File: src/rtl/text_vram_reader_pkg.sv
// Shared constants and types for the text-mode VRAM reader: screen geometry,
// control-word colour fields and the RGB444 pixel type.
package text_vram_reader_pkg;

    localparam int H_CHARS_DEF = 80;
    localparam int V_CHARS_DEF = 30;
    localparam int GLYPH_W     = 8;
    localparam int GLYPH_H     = 16;

    localparam logic [10:0] CTRL_ADDR  = 11'd600;
    localparam logic [31:0] CTRL_RESET = 32'h01FF_E000;

    localparam int FG_LSB   = 13;
    localparam int BG_LSB   = 1;
    localparam int COLOUR_W = 12;

    typedef struct packed {
        logic [3:0] r;
        logic [3:0] g;
        logic [3:0] b;
    } rgb444_t;

    typedef struct packed {
        rgb444_t fg;
        rgb444_t bg;
    } palette_t;

    function automatic palette_t palette_of(input logic [31:0] ctrl);
        palette_t p;
        p.fg = rgb444_t'(ctrl[FG_LSB +: COLOUR_W]);
        p.bg = rgb444_t'(ctrl[BG_LSB +: COLOUR_W]);
        return p;
    endfunction

endpackage

File: src/rtl/text_vram_reader_if.sv
// Video-side bundle of the reader: raster timing in, VRAM port B, font ROM,
// and the delayed pixel/sync stream out to the HDMI encoder.
interface text_vram_reader_if;

    logic [9:0]  drawX;
    logic [9:0]  drawY;
    logic        vde;
    logic        hsync_in;
    logic        vsync_in;
    logic [31:0] control_in;

    logic [10:0] addrb;
    logic        enb;
    logic [31:0] doutb;

    logic [10:0] font_addr;
    logic [7:0]  font_data;

    logic [3:0]  red;
    logic [3:0]  green;
    logic [3:0]  blue;
    logic        hsync_out;
    logic        vsync_out;
    logic        vde_out;

    modport master (
        input  drawX, drawY, vde, hsync_in, vsync_in, control_in, doutb, font_data,
        output addrb, enb, font_addr, red, green, blue, hsync_out, vsync_out, vde_out
    );

    modport slave (
        output drawX, drawY, vde, hsync_in, vsync_in, control_in, doutb, font_data,
        input  addrb, enb, font_addr, red, green, blue, hsync_out, vsync_out, vde_out
    );

endinterface

File: src/rtl/text_vram_reader_sig_delay.sv
// Fixed-length shift-register delay used to carry sideband fields alongside
// the VRAM/font pipeline.
module sig_delay #(
    parameter int W = 1,
    parameter int N = 1
) (
    input  logic         clk,
    input  logic         reset,
    input  logic [W-1:0] d_i,
    output logic [W-1:0] q_o
);

    logic [N-1:0][W-1:0] stage_q;

    // NOTE: every stage is reset so no stale syncs or vde leak out after reset;
    // a pure data delay line could skip this and map to SRL primitives.
    always_ff @(posedge clk or posedge reset) begin
        if (reset) begin
            stage_q <= '0;
        end else begin
            stage_q[0] <= d_i;
            for (int i = 1; i < N; i++) begin
                stage_q[i] <= stage_q[i-1];
            end
        end
    end

    assign q_o = stage_q[N-1];

endmodule

File: src/rtl/text_vram_reader.sv
// Raster-order text renderer: fetches character codes from VRAM port B, looks
// up glyph rows in the font ROM and emits per-pixel RGB444 with aligned syncs.
module text_vram_reader
    import text_vram_reader_pkg::*;
#(
    parameter int H_CHARS  = H_CHARS_DEF,
    parameter int V_CHARS  = V_CHARS_DEF,
    parameter int BRAM_LAT = 1
) (
    input  logic                clk,
    input  logic                reset,
    text_vram_reader_if.master  vid
);

    localparam int XS = $clog2(GLYPH_W);
    localparam int YS = $clog2(GLYPH_H);

    // S0: character index and VRAM word address straight from the raster position
    logic [12:0] char_idx;
    logic [10:0] word_addr;
    logic [10:0] addr_hold_q;

    assign char_idx  = 13'(vid.drawY[9:YS]) * 13'(H_CHARS) + 13'(vid.drawX[9:XS]);
    assign word_addr = char_idx[12:2];

    // NOTE: sequential state uses non-blocking assignments so every register
    // samples pre-edge values regardless of statement order.
    always_ff @(posedge clk or posedge reset) begin
        if (reset) begin
            addr_hold_q <= '0;
        end else if (vid.vde) begin
            addr_hold_q <= word_addr;
        end
    end

    assign vid.addrb = reset ? '0 : (vid.vde ? word_addr : addr_hold_q);
    assign vid.enb   = vid.vde & ~reset;

    // Sidebands that must meet doutb when it returns from the BRAM
    logic [8:0] side_s1;
    logic [1:0] byte_sel_s1;
    logic [2:0] col_s1;
    logic [3:0] row_s1;

    sig_delay #(.W(9), .N(BRAM_LAT)) u_side_s1 (
        .clk   (clk),
        .reset (reset),
        .d_i   ({char_idx[1:0], vid.drawX[2:0], vid.drawY[3:0]}),
        .q_o   (side_s1)
    );

    assign byte_sel_s1 = side_s1[8:7];
    assign col_s1      = side_s1[6:4];
    assign row_s1      = side_s1[3:0];

    // Timing sidebands stop one stage short; the output register adds the last cycle
    logic [2:0] sync_s2;
    logic       vde_s2;
    logic       hsync_s2;
    logic       vsync_s2;

    sig_delay #(.W(3), .N(BRAM_LAT + 1)) u_sync_s2 (
        .clk   (clk),
        .reset (reset),
        .d_i   ({vid.vde, vid.hsync_in, vid.vsync_in}),
        .q_o   (sync_s2)
    );

    assign {vde_s2, hsync_s2, vsync_s2} = sync_s2;

    // S1: byte pick, inverse-video flag and font lookup
    logic [7:0] byte_s1;
    logic       inv_s1;

    assign byte_s1       = vid.doutb[{byte_sel_s1, 3'b000} +: 8];
    assign inv_s1        = byte_s1[7];
    assign vid.font_addr = {byte_s1[6:0], row_s1};

    // Palette shadow reloads only on a vsync rise so a frame never changes colour mid-scan
    logic     vsync_q;
    palette_t palette_q;
    palette_t palette_d;

    // NOTE: always_comb assigns a default first so no path can infer a latch.
    always_comb begin
        palette_d = palette_q;
        if (vid.vsync_in && !vsync_q) begin
            palette_d = palette_of(vid.control_in);
        end
    end

    logic    pix_q;
    rgb444_t rgb_q;
    logic    hsync_q;
    logic    vsync_out_q;
    logic    vde_q;

    always_ff @(posedge clk or posedge reset) begin
        if (reset) begin
            vsync_q     <= 1'b0;
            palette_q   <= palette_of(CTRL_RESET);
            pix_q       <= 1'b0;
            rgb_q       <= '0;
            hsync_q     <= 1'b0;
            vsync_out_q <= 1'b0;
            vde_q       <= 1'b0;
        end else begin
            vsync_q     <= vid.vsync_in;
            palette_q   <= palette_d;
            pix_q       <= vid.font_data[3'd7 - col_s1] ^ inv_s1;
            rgb_q       <= vde_s2 ? (pix_q ? palette_q.fg : palette_q.bg) : '0;
            hsync_q     <= hsync_s2;
            vsync_out_q <= vsync_s2;
            vde_q       <= vde_s2;
        end
    end

    assign vid.red       = rgb_q.r;
    assign vid.green     = rgb_q.g;
    assign vid.blue      = rgb_q.b;
    assign vid.hsync_out = hsync_q;
    assign vid.vsync_out = vsync_out_q;
    assign vid.vde_out   = vde_q;

    logic ctrl_unused;
    assign ctrl_unused = ^{vid.control_in[31:25], vid.control_in[0]};

    // Active video must stay inside the character grid and away from the control word
    assert property (@(posedge clk) disable iff (reset)
        vid.vde |-> (vid.addrb != CTRL_ADDR) && (int'(vid.drawY[9:YS]) < V_CHARS));

endmodule

File: src/flat_wrapper.sv
// flat-port wrapper written by rule: the top's interface ports become plain ports
module text_vram_reader_flat import text_vram_reader_pkg::*;
#(
    parameter int H_CHARS  = H_CHARS_DEF,
    parameter int V_CHARS  = V_CHARS_DEF,
    parameter int BRAM_LAT = 1
)
  (clk, reset, vid_drawX, vid_drawY, vid_vde, vid_hsync_in, vid_vsync_in, vid_control_in, vid_doutb, vid_font_data, vid_addrb, vid_enb, vid_font_addr, vid_red, vid_green, vid_blue, vid_hsync_out, vid_vsync_out, vid_vde_out);
  text_vram_reader_if vid_i ();
  input  logic clk;
  input  logic reset;
  input wire logic [$bits(vid_i.drawX)-1:0] vid_drawX;
  input wire logic [$bits(vid_i.drawY)-1:0] vid_drawY;
  input wire logic [$bits(vid_i.vde)-1:0] vid_vde;
  input wire logic [$bits(vid_i.hsync_in)-1:0] vid_hsync_in;
  input wire logic [$bits(vid_i.vsync_in)-1:0] vid_vsync_in;
  input wire logic [$bits(vid_i.control_in)-1:0] vid_control_in;
  input wire logic [$bits(vid_i.doutb)-1:0] vid_doutb;
  input wire logic [$bits(vid_i.font_data)-1:0] vid_font_data;
  output wire logic [$bits(vid_i.addrb)-1:0] vid_addrb;
  output wire logic [$bits(vid_i.enb)-1:0] vid_enb;
  output wire logic [$bits(vid_i.font_addr)-1:0] vid_font_addr;
  output wire logic [$bits(vid_i.red)-1:0] vid_red;
  output wire logic [$bits(vid_i.green)-1:0] vid_green;
  output wire logic [$bits(vid_i.blue)-1:0] vid_blue;
  output wire logic [$bits(vid_i.hsync_out)-1:0] vid_hsync_out;
  output wire logic [$bits(vid_i.vsync_out)-1:0] vid_vsync_out;
  output wire logic [$bits(vid_i.vde_out)-1:0] vid_vde_out;
  assign vid_i.drawX = vid_drawX;
  assign vid_i.drawY = vid_drawY;
  assign vid_i.vde = vid_vde;
  assign vid_i.hsync_in = vid_hsync_in;
  assign vid_i.vsync_in = vid_vsync_in;
  assign vid_i.control_in = vid_control_in;
  assign vid_i.doutb = vid_doutb;
  assign vid_i.font_data = vid_font_data;
  assign vid_addrb = vid_i.addrb;
  assign vid_enb = vid_i.enb;
  assign vid_font_addr = vid_i.font_addr;
  assign vid_red = vid_i.red;
  assign vid_green = vid_i.green;
  assign vid_blue = vid_i.blue;
  assign vid_hsync_out = vid_i.hsync_out;
  assign vid_vsync_out = vid_i.vsync_out;
  assign vid_vde_out = vid_i.vde_out;
  text_vram_reader #(.H_CHARS(H_CHARS), .V_CHARS(V_CHARS), .BRAM_LAT(BRAM_LAT)) u_core (.clk(clk), .reset(reset), .vid(vid_i));
endmodule
File: config.mk
export PLATFORM = sky130hd
export DESIGN_NAME = text_vram_reader_flat
export DESIGN_NICKNAME = d
export VERILOG_FILES = /design/src/rtl/text_vram_reader_pkg.sv /design/src/rtl/text_vram_reader_if.sv /design/src/rtl/text_vram_reader_sig_delay.sv /design/src/rtl/text_vram_reader.sv /design/src/flat_wrapper.sv
export SDC_FILE = /design/constraint.sdc
export NUM_CORES = 1
export LEC_CHECK = 0
export ABC_AREA = 1
export BUFFER_PORTS_ARGS = -buffer_cell sky130_fd_sc_hd__buf_4
export CORE_MARGIN = 1.5
export CORE_UTILIZATION = 47
export DETAILED_ROUTE_END_ITERATION = 6
export GPL_ROUTABILITY_DRIVEN = 0
export HOLD_SLACK_MARGIN = 0.02
export PLACE_DENSITY = 0.83
export SLEW_MARGIN = 25
export SYNTH_ARGS = -nofsm -noshare
export SYNTH_HDL_FRONTEND = slang
export SYNTH_SLANG_ARGS = --single-unit
File: constraint.sdc
create_clock -name clk -period 3.1 [get_ports clk]
set_input_delay 0.62 -clock clk [delete_from_list [all_inputs] [get_ports clk]]
set_output_delay 0.62 -clock clk [all_outputs]
set_load 0.01 [all_outputs]
Yosys cells after proc, flatten, opt, wreduce, memory -nomap -nowiden
Index checks and enable logic that the tools add are counted.
{ "word_totals": {"ff_bits": 67, "input_bits": 97, "output_inout_bits": 38, "wordCells": 34} }
{ "op_classes": {"addsub": 2, "multipliers": 1, "magnitude_cmp": 1, "shifts": 1, "muxes": 6, "n_bitwise": 3, "n_reduce_logical": 2} }
{ "ops": {"columns": ["operator", "count"], "rows": [
  ["$shiftx 32x6->8", 1],
  ["$mux 12", 2],
  ["$mux 11", 2],
  ["$add 13x7->13", 1],
  ["$mul 6x3->9 const B", 1],
  ["$lt 3x4->1 const B", 1],
  ["$bmux 1 s3", 1],
  ["$sub 3x3->3 const A", 1],
  ["$and 1x1->1", 1],
  ["$logic_and 1x1->1", 1],
  ["$logic_not 1->1", 1],
  ["$mux 1", 1],
  ["$not 1->1", 1],
  ["$xor 1x1->1", 1]
]} }

Depth between registers and ports, before layout
Gate-level depths: netlist of the first run.
{ "logic_depth": {"depth_word": 4, "ltp_mapped": 12, "depth_no_buf": 12} }

Cells and area by module
From an unflattened synthesis of the first run, not the netlist that was laid out.
{ "unflattened": {"hier_cells": 314, "hier_area_um2": 3099.2} }
{ "by_module_without_submodules": {"columns": ["mod", "instances", "cells_each", "area_per_inst_um2", "seq_area_each_um2"], "rows": [
  ["text_vram_reader", 1, 294, 2693.8, 1316.3],
  ["sig_delay (u_core.u_side_s1)", 1, 10, 229.0, 225.2],
  ["sig_delay (u_core.u_sync_s2)", 1, 10, 176.4, 150.1]
]} }

Worst setup path before layout of the first run
No wires, ideal clock.
{ "synth_path": {"kind": "input port to output port", "from": "in vid_drawY[5]", "to": "out vid_addrb[7]", "t_arrival_ns": 2.387, "required_ns": 2.480, "slack_ns": 0.093, "stages": 10, "n_path_buf": 0, "path_cell_list": "ha_1 -> ha_1 -> fa_1 -> nand2_1 -> nor2_1 -> nand2_1 -> nand2_1 -> xor2_1 -> nand2_1 -> a21oi_1"} }
{ "synth_between": {"elab_chain_cells": 4} }
{ "synth_lines": {"columns": ["item", "line", "source"], "rows": [
  ["start, declared", "flat_wrapper.sv:13", "input wire logic [$bits(vid_i.drawY)-1:0] vid_drawY;"],
  ["$mul 6x3->9", "text_vram_reader.sv:23", "assign char_idx = 13'(vid.drawY[9:YS]) * 13'(H_CHARS) + 13'(vid.drawX[9:XS]);"],
  ["$add 13x7->13", "text_vram_reader.sv:23", null],
  ["$mux 11 (2 in a row)", "text_vram_reader.sv:36", "assign vid.addrb = reset ? '0 : (vid.vde ? word_addr : addr_hold_q);"],
  ["end, declared", "flat_wrapper.sv:20", "output wire logic [$bits(vid_i.addrb)-1:0] vid_addrb;"]
]} }
Every way passes these cells.

Final worst setup path of the first run
{ "layout_path": {"from": "in vid_drawY[7]", "to": "out vid_addrb[10]"} }
The elaborated chain is that of the path after synthesis.

==> results.cfg, run 1 <==
[placement]
dpl_cell_area_sq_mm = 0.00416
hpwlAfterDp_mm = 5.51
pre_cts_ws_ns = -0.176
portBuffers = 126

[sta]
period_needed_ns = 3.13
final.setup_skew_ns = 0.00877
finalHoldViolCount = 0
max_slew_margin_pct = 48.0
fmax_mhz = 320
fin_ws_ns = -0.0287
grt_setup_unrepaired = yes
fin_crit_sh_pct = 101
slew_viol_final = 0
hold_ws_ns = 0.350
worstMarginPinSlew_ns = 0.780
setup_viol = 5

[global_routing]
met2_usage_pct = 39.8
grt_start_max_net_pins = 67
met1_usage_pct = 25.8
gr-usage-met3_pct = 7.18
track_usage_pct = 22.7
grt_pass1_wl_mm = 12.8
antenna_found_initial = 0
grt.busiest_layer = met2
grt_pass1_vias = 2876
overflow = 0

[worst_setup_path]
critPathArrivalTime_ns = 2.51
slowest_delay_ns = 0.54
crit_type = input port to output pin
start_kind = input port
reg2reg_slack_ns = 1.52
worst-endpoint-required_ns = 2.48
worstSetupEndpointType = output pin
critPathSlowestCell = fa_2
crit_fanout = 3
path_cells = buf_8, ha_4, ha_4, fa_2, buf_4, buf_6, nand3_2, nor2_1, nand2_1, nand2_1, nand2_2, a21oi_2, buf_4

[synth]
netlist_area_sq_mm = 0.00311
yosysTopAreaCell = dfrtp_1
synthCells = 321
ys_warn_count = 0
synth_area_per_cell_sq_um = 9.69
yosysSeqAreaShare_pct = 53.6
synthArstFlopShare_pct = 100
synth_top_area_share_pct = 43.5
ys_ff_latch = 66
synth-edff-count = 0
synth_cell_types = 29
syn_nets = 431
synth.area.top_cells = dfrtp_1, dfstp_2, mux2_2
synthFlopType = dfrtp_1

[power]
p_leak_nw = 2.29
vdd.ir_drop.worst_mv = 0.395
power.density_mw_per_mm2 = 517
switching_share_pct = 27.8
p_clk_share_pct = 30.4
p_seq_share_pct = 44.1
p_sw_uw = 656
p_int_mw = 1.70
power_frac_comb_pct = 25.5

[die]
dieArea_sq_mm = 0.00711
io_pins = 135
die_x_um = 84.3
design.core.area_sq_mm = 0.00639
rows = 29
start_util_pct = 48.7
die_h_um = 84.3

[clock_network]
cts_tree = yes
clock_sinks = 66
clk_pin_slew_ns = 0.07
htree_levels = 3
clkLatencyLatePin_ns = 0.34
numCtsBuffers = 9
ctsRootBufferMaster = clkbuf_8
clock_path_buffers = 2

[layout]
synthToLayoutAreaGrowth_pct = 46.8
drive_gt1_share_pct = 47.8
nets = 578
fin_area_sq_mm = 0.00456
n_antenna_cell = 0
post-route-util_pct = 71.5

[run_status]
status = finished, violations left
violations = negative setup slack

[run]
maxCapViolCount = 0

[routing]
postRouteAntennaNets = 0
wl_mm = 8.02
wl_per_cell_um = 14.6
drt_iter0_drc = 165
viasPerCell = 5.12
vias = 2817
drc = 0
drt_first_pass_iters = 5

[worst_hold_path]
hold_class = flop to flop
-- worst paths after layout --
kind,from,endpoint,cells past startpoint
worst max-delay path,vid_drawY[7],vid_addrb[10],13
worst min-delay path,u_core.u_sync_s2.q_o[0],u_core.vid.vsync_out,0
worst max register to register,u_core.u_side_s1.q_o[7],u_core.pix_q,4
worst min register to register,u_core.u_sync_s2.q_o[0],u_core.vid.vsync_out,0
max in group asynchronous,reset,u_core.palette_q[6],3
min in group asynchronous,reset,u_core.addr_hold_q[4],3
-- metrics by stage --
step / std cells / power (mW) / TNS, ns
2_1_floorplan: 321 / 1.32 / 0
3_3_place_gp: 521 / 1.54 / -0.358
3_5_place_dp: 521 / 1.57 / -0.532
4_1_cts: 548 / 2.35 / -0.0182
5_1_grt: 550 / 2.49 / -0.599
6_report: 550 / 2.36 / -0.112
-- placed cells by master (no fill, tap or decap), drive strengths merged, types with 2 or more instances in the layout --
cell type and n:
buf 150, dfstp 12, o22ai 8, nand2 45
dfrtp 54, xor2 2, inv 24, mux2 24
o21ai 40, nand3 11, nor2 57, ha 11
a21oi 12, fa 2, clkbuf 10, clkinv 3
-- sequential cells by signal (all words and copies together), names as in the netlist --
signal	count
u_core.vid.hsync_out	1
u_core.pix_q	1
u_core.vid.green	4
u_core.vid.vde_out	1
u_core.addr_hold_q	11
u_core.u_side_s1.q_o	9
u_core.u_sync_s2.q_o	3
u_core.palette_q	24
u_core.vid.vsync_out	1
u_core.vid.red	4
u_core.vid.blue	4
u_core.u_sync_s2.stage_q	3
-- cells in the mapped netlist, types with 2 or more instances --
cell       n
clkbuf_1   6
o21ai_0   39
inv_1     23
nand2_1   44
dfstp_2   12
buf_2      2
nor2_1    57
nand3_1   10
a21oi_1   10
dfrtp_1   54
o22ai_1    8
fa_1       2
a21oi_2    2
ha_1      11
buf_4      4
mux2_2    24
-- kinds of logic (layout without fill, tap and decap cells) --
logic type                 Yosys count  in the layout  synth area share, %
AOI/OAI and AO/OA                   61             61                 10.5
xor gates and xnor gates             3              3                 1.09
adders and majority gates           13             13                 5.71
buffers and inverters               37            189                 5.27
DFF                                 66             66                 53.6
muxes                               24             24                 8.69
and+or+nand+nor                    117            117                 15.2
-- power groups by stage --
| stage | clock network [mW] | registers [mW] | logic [mW] |
|---|---|---|---|
| 2_1_floorplan | 0 | 1.05 | 0.274 |
| 3_3_place_gp | 0 | 1.05 | 0.495 |
| 3_5_place_dp | 0 | 1.06 | 0.513 |
| 4_1_cts | 0.742 | 1.04 | 0.568 |
| 5_1_grt | 0.784 | 1.05 | 0.655 |
| 6_report | 0.718 | 1.04 | 0.601 |
-- repair_timing --
| action | CTS | global route |
|---|---|---|
| cloned | 0 | 0 |
| buffers inserted | 11 | 2 |
| endpoints found under the setup margin | 5 | 6 |
| gates resized for setup | 12 | 12 |
| pin swaps | 8 | 17 |
| hold buffers | 0 | 0 |
-- layout make-up --
class	count	area [sq um]
Timing Repair Buffer	150	1140
Tap cell	77	96.3
Multi-Input combinational cell	218	1370
Clock inverter	6	65.1
Fill cell	471	1820
Sequential cell	66	1670
Clock buffer	10	138
Inverter	23	86.3
-- worst max-delay path, delay by kind of cell --
kind | cells | cell delay (ns)
simple gates | 5 | 0.40
fa+ha+maj | 3 | 0.93
buf+inv | 4 | 0.44
compound gates | 1 | 0.11
-- routing by layer --
metal	share of wire [%]	up-vias
li1	-	1350
met1	38	1352
met2	54	99
met3	5.6	16
met4	1.6	0
met5	0	-
Power figures use the tool's default switching activity.
==> run 2: changes to the inputs <==
Settings changed: CORE_UTILIZATION 47 to 49, CTS_BUF_LIST set to sky130_fd_sc_hd__clkbuf_4 sky130_fd_sc_hd__clkbuf_8, MAX_ROUTING_LAYER set to met4, PLACE_DENSITY 0.83 to 0.86.
Clock period 3.1 ns to 3.4 ns, I/O delays scaled along.
==> run 2 against run 1 <==
  * The run now ends clean
  * Clock skew grew 0.00082 ns
  * Hold slack lost 0.0040 ns
  * Setup slack gained 0.13 ns
  * Register-to-register slack gained 0.25 ns
  * Design area shrank 5.2%
  * Total power shrank 16%
  * Global-route usage grew 1.9 points
  * Sequential cell count is the same
  * Sequential share of layout area grew 2.0 points
  * First-iteration DRC count shrank 6.7%
  * Cell count shrank 4.2%
  * Critical path type unchanged
  * Largest power group unchanged
==> results.cfg, run 2 (synthesized netlist as in run 1, its figures left out) <==
[layout]
mostFrequentLayoutCell = buf_4
fin_cells = 527
largest_register_ffs = 24
synthToLayoutAreaGrowth_pct = 39.1
drive_gt1_share_pct = 43.4
nFillCells = 448
nets = 557
fin_area_sq_mm = 0.00433
n_antenna_cell = 0
final_cell_mix = buf_4, nor2_1, dfrtp_1, nand2_1, o21ai_0
top_register = u_core.palette_q

[sta]
fmax_mhz = 304
setup_viol = 0
finalHoldViolCount = 0
worstMarginPinSlew_ns = 0.980
grt_setup_unrepaired = no
period_needed_ns = 3.29
fin_crit_sh_pct = 96.9
fin_ws_ns = 0.106
max_slew_margin_pct = 34.5
final.setup_skew_ns = 0.00959
slew_viol_final = 0

[worst_setup_path]
crit_family = adder cells
slowest_delay_ns = 0.54
reg2reg_slack_ns = 1.77
path_cells = buf_4, ha_4, ha_4, fa_1, nand2_2, nor2_2, nand2_1, nand2_2, xor2_1, nand2_1, a21oi_2, buf_4
crit_fanout = 3
critPathArrivalTime_ns = 2.61
r2r_start = u_core.u_sync_s2.stage_q[0]
cp.depth = 12
rr_worst_depth = 3
worstSetupEndpointType = output pin
critPathBufInv = 2
worst-endpoint-required_ns = 2.72
reg2reg_to = u_core.palette_q[2]
critPathSlowestCell = fa_1
crit_type = input port to output pin
start_kind = input port

[routing]
wl_per_cell_um = 14.5
vias = 2750
drt_iter0_drc = 154
drc = 0
viasPerCell = 5.22
drt_first_pass_iters = 5
wl_mm = 7.65
postRouteAntennaNets = 0

[die]
die_h_um = 82.7
start_util_pct = 51.6
rows = 28
die_x_um = 82.7
design.core.area_sq_mm = 0.00603
dieArea_sq_mm = 0.00683
io_pins = 135

[power]
p_leak_nw = 2.18
power.density_mw_per_mm2 = 461
vdd.ir_drop.worst_mv = 0.358

[placement]
portBuffers = 126
dp.cells = 510
pre_cts_ws_ns = -0.0468
hpwlAfterDp_mm = 5.45
dpl_cell_area_sq_mm = 0.00409

[clock_network]
ctsHoldBuffers = 0
clock_path_buffers = 2
clkLatencyLatePin_ns = 0.33
clock_sinks = 66
htree_levels = 3
numCtsBuffers = 9
clk_pin_slew_ns = 0.07
cts_tree = yes
ctsRootBufferMaster = clkbuf_8

[global_routing]
grt_pass1_vias = 2817
grt_pass1_wl_mm = 12.2
antenna_found_initial = 0
grt_start_max_net_pins = 67
overflow = 0
track_usage_pct = 24.6

[worst_hold_path]
hold_class = flop to flop
min_to = u_core.vid.vsync_out
worstHoldStart = u_core.u_sync_s2.q_o[0]
hold_depth = 0

[run]
maxCapViolCount = 0

[run_status]
status = complete, no violations
## run 2: changes by cell type in the layout (fill, tap and decap cells not counted), sizes merged
cell | before | now
buf | 150 | 129
bufinv | 1 | 0
clkbuf | 10 | 11
clkinv | 3 | 4
inv | 24 | 23
## run 2: what timing repair did
item,CTS,global route
endpoints found under the hold margin,0,0
setup buffers,0,1
pin swaps,0,10
gates cloned,0,0
setup endpoints to repair,2,4
gates resized for setup,3,7
## run 2: per-stage QoR
step                      hold slack [ns]  power, mW  setup TNS (ns)  util, %
final                               0.346       1.99               0     71.8
after global routing                0.350       2.11               0     71.8
after CTS                           0.345       2.00               0     70.9
after detailed placement            0.336       1.42         -0.0468     67.8
after global placement              0.333       1.40               0     67.8
after floorplan                     0.331       1.21               0        -
## run 2: layout make-up
class | instances | area [sq um] | share of cell area (%)
clock buffer | 11 | 145 | 3.36
multi-input combinational | 218 | 1330 | 30.7
clock inverter | 5 | 31.3 | 0.723
inverter | 23 | 86.3 | 2.00
sequential | 66 | 1670 | 38.5
timing repair buffer | 129 | 972 | 22.5
tap | 75 | 93.8 | 2.17
## run 2: routing by layer
layer  track usage [%]  share of wire (%)
met1              25.7                 39
met2              43.5                 51
met3              7.14                7.0
met4              9.50                2.7
met5                 -                  0
## run 2: how the worst max path moves through the flow
stage,start,endpoint,slack (ns)
floorplan,vid_drawY[5],vid_addrb[7],0.27
global placement,vid_drawY[5],vid_addrb[7],0.03
detailed placement,vid_drawY[5],vid_addrb[7],-0.05
CTS,vid_drawY[5],vid_addrb[7],0.03
global route,vid_drawY[5],vid_addrb[9],0.01
finish,vid_drawY[5],vid_addrb[7],0.11
## run 2: power breakdown
part           switching (mW)  internal, mW  leakage (nW)  total, mW
sequential             0.0525         0.899         0.775      0.951
clock                   0.280         0.290        0.0925      0.570
combinational           0.230         0.242          1.31      0.472
total                   0.562          1.43          2.18       1.99
==> run 3: changes to the inputs <==
Settings changed: CORE_MARGIN 1.5 to not set.
==> run 3 against run 2 <==
  * Global-route usage decreased by 0.32 points
  * Clock power increased by 28%
  * Cell count decreased by 0.19%
  * Via count decreased by 2.6%
  * Clock skew about the same
  * Setup slack got worse by 0.032 ns
  * Register-to-register slack got worse by 0.02 ns
  * Non-clock buffer count decreased by 1
  * Hold slack improved by 0.0022 ns
  * Maximum frequency decreased by 0.97%
  * Sequential power about the same
  * Design area increased by 0.72%
  * Critical endpoint unchanged
==> results.cfg, run 3 (synthesized netlist as in run 1, its figures left out) <==
[sta]
worstMarginPinSlew_ns = 1.01
setup_viol = 0
finalHoldViolCount = 0
max_slew_margin_pct = 32.4
fin_ws_ns = 0.0736
grt_setup_unrepaired = no
fin_crit_sh_pct = 97.8
slew_viol_final = 0
fmax_mhz = 301
period_needed_ns = 3.33
final.setup_skew_ns = 0.00958

[worst_setup_path]
r2r_start = u_core.u_sync_s2.stage_q[0]
reg2reg_to = u_core.palette_q[1]
worstSetupEndpointType = output pin
crit_type = input port to output pin
slowest_delay_ns = 0.55
critPathSlowestCell = fa_2
reg2reg_slack_ns = 1.75
rr_worst_depth = 3
path_cells = buf_4, ha_4, ha_4, fa_2, nand2_2, nor2_1, nand2_1, nand2_2, xor2_1, nand2_1, a21oi_2, buf_4
start_kind = input port
worst-endpoint-required_ns = 2.72
critPathArrivalTime_ns = 2.65
crit_fanout = 3

[global_routing]
overflow = 0
grt_pass1_wl_mm = 11.8
grt_start_max_net_pins = 67
track_usage_pct = 24.2
grt_pass1_vias = 2696
antenna_found_initial = 0

[placement]
dp.cells = 510
pre_cts_ws_ns = -0.0332
dpl_cell_area_sq_mm = 0.00409
portBuffers = 126
hpwlAfterDp_mm = 5.38

[layout]
fin_area_sq_mm = 0.00436
n_antenna_cell = 0
multi_input_comb_area_sq_mm = 0.00132
seqCellArea_sq_mm = 0.00167
fin_cells = 526
largest_register_ffs = 24
synthToLayoutAreaGrowth_pct = 40.1
nFillCells = 445
top_register = u_core.palette_q
mostFrequentLayoutCell = buf_4
nets = 556
final_cell_mix = buf_4, nor2_1, dfrtp_1, nand2_1, o21ai_0
drive_gt1_share_pct = 43.2

[power]
power.density_mw_per_mm2 = 492
vdd.ir_drop.worst_mv = 0.329
p_leak_nw = 2.19

[routing]
postRouteAntennaNets = 0
drt_iter0_drc = 111
drt_first_pass_iters = 4
viasPerCell = 5.09
drc = 0
vias = 2678
wl_mm = 7.30
wl_per_cell_um = 13.9

[die]
dieArea_sq_mm = 0.00667
start_util_pct = 51.6
die_x_um = 81.7
rows = 28
io_pins = 135
design.core.area_sq_mm = 0.00603
die_h_um = 81.7

[clock_network]
clock_sinks = 66
numCtsBuffers = 9
clkLatencyLatePin_ns = 0.33
ctsHoldBuffers = 0
ctsRootBufferMaster = clkbuf_8
htree_levels = 3
clock_path_buffers = 2
cts_tree = yes
clk_pin_slew_ns = 0.06

[worst_hold_path]
hold_depth = 0
min_to = u_core.u_sync_s2.q_o[2]
worstHoldStart = u_core.u_sync_s2.stage_q[2]
hold_class = flop to flop

[run_status]
status = complete, no violations

[run]
maxCapViolCount = 0
-- run 3: cell types whose count changed in the layout (fill, tap and decap cells not counted), sizes merged --
| cell | change |
|---|---|
| clkbuf | -1 |
| bufinv | +2 |
| clkinvlp | +1 |
| buf | -1 |
| inv | +1 |
| clkinv | -3 |
-- run 3: timing repair --
action / 4_1_cts / 5_1_grt
setup endpoints to repair: 1 / 4
setup buffers: 0 / 0
pin swaps: 0 / 6
gates resized for setup: 2 / 7
-- run 3: critical path: cells and delay by family --
| family | cells | cell delay [ns] |
|---|---|---|
| AND/OR/NAND/NOR | 5 | 0.41 |
| adder cells (fa/ha/maj) | 3 | 0.96 |
| XOR/XNOR | 1 | 0.15 |
| buffers and inverters | 2 | 0.27 |
| AO/OA/AOI/OAI | 1 | 0.16 |
-- run 3: worst max-delay path by stage --
stage | startpoint | endpoint | slack, ns | depth (start not counted)
2_1_floorplan | vid_drawY[5] | vid_addrb[7] | 0.27 | 10
3_3_place_gp | vid_drawY[5] | vid_addrb[7] | 0.03 | 12
3_5_place_dp | vid_drawY[5] | vid_addrb[7] | -0.03 | 12
4_1_cts | vid_drawY[5] | vid_addrb[7] | 0.02 | 12
5_1_grt | vid_drawY[5] | vid_addrb[7] | 0.004 | 12
6_report | vid_drawY[5] | vid_addrb[7] | 0.07 | 12
-- run 3: area by class of cell --
cell class,count,area share (%)
sequential,66,38.3
timing repair buffer,128,22.1
clock inverter,6,2.04
tap,75,2.15
clock buffer,10,3.16
multi-input combinational,218,30.4
inverter,23,1.98
-- run 3: through the flow --
| step | hold slack (ns) | total power, mW | util [%] | setup TNS [ns] |
|---|---|---|---|---|
| floorplan | 0.331 | 1.21 | - | 0 |
| global placement | 0.332 | 1.39 | 67.8 | 0 |
| detailed placement | 0.336 | 1.42 | 67.8 | -0.0332 |
| CTS | 0.351 | 2.16 | 71.7 | 0 |
| global route | 0.370 | 2.27 | 72.3 | 0 |
| finish | 0.349 | 2.14 | 72.3 | 0 |
-- run 3: per-layer routing --
metal  vias to the layer above  track usage, %  wire length [um]
li1                       1308               -                 -
met1                      1255            25.1              2890
met2                        99            44.3              3820
met3                        16            6.67               453
met4                         0            7.89               138
met5                         -               -                 0
-- run 3: power breakdown --
| group | internal (mW) | leakage [nW] | switching (mW) | total, mW |
|---|---|---|---|---|
| combinational | 0.240 | 1.31 | 0.227 | 0.467 |
| sequential | 0.899 | 0.775 | 0.0518 | 0.950 |
| clock | 0.434 | 0.109 | 0.294 | 0.728 |
| total | 1.57 | 2.19 | 0.572 | 2.14 |
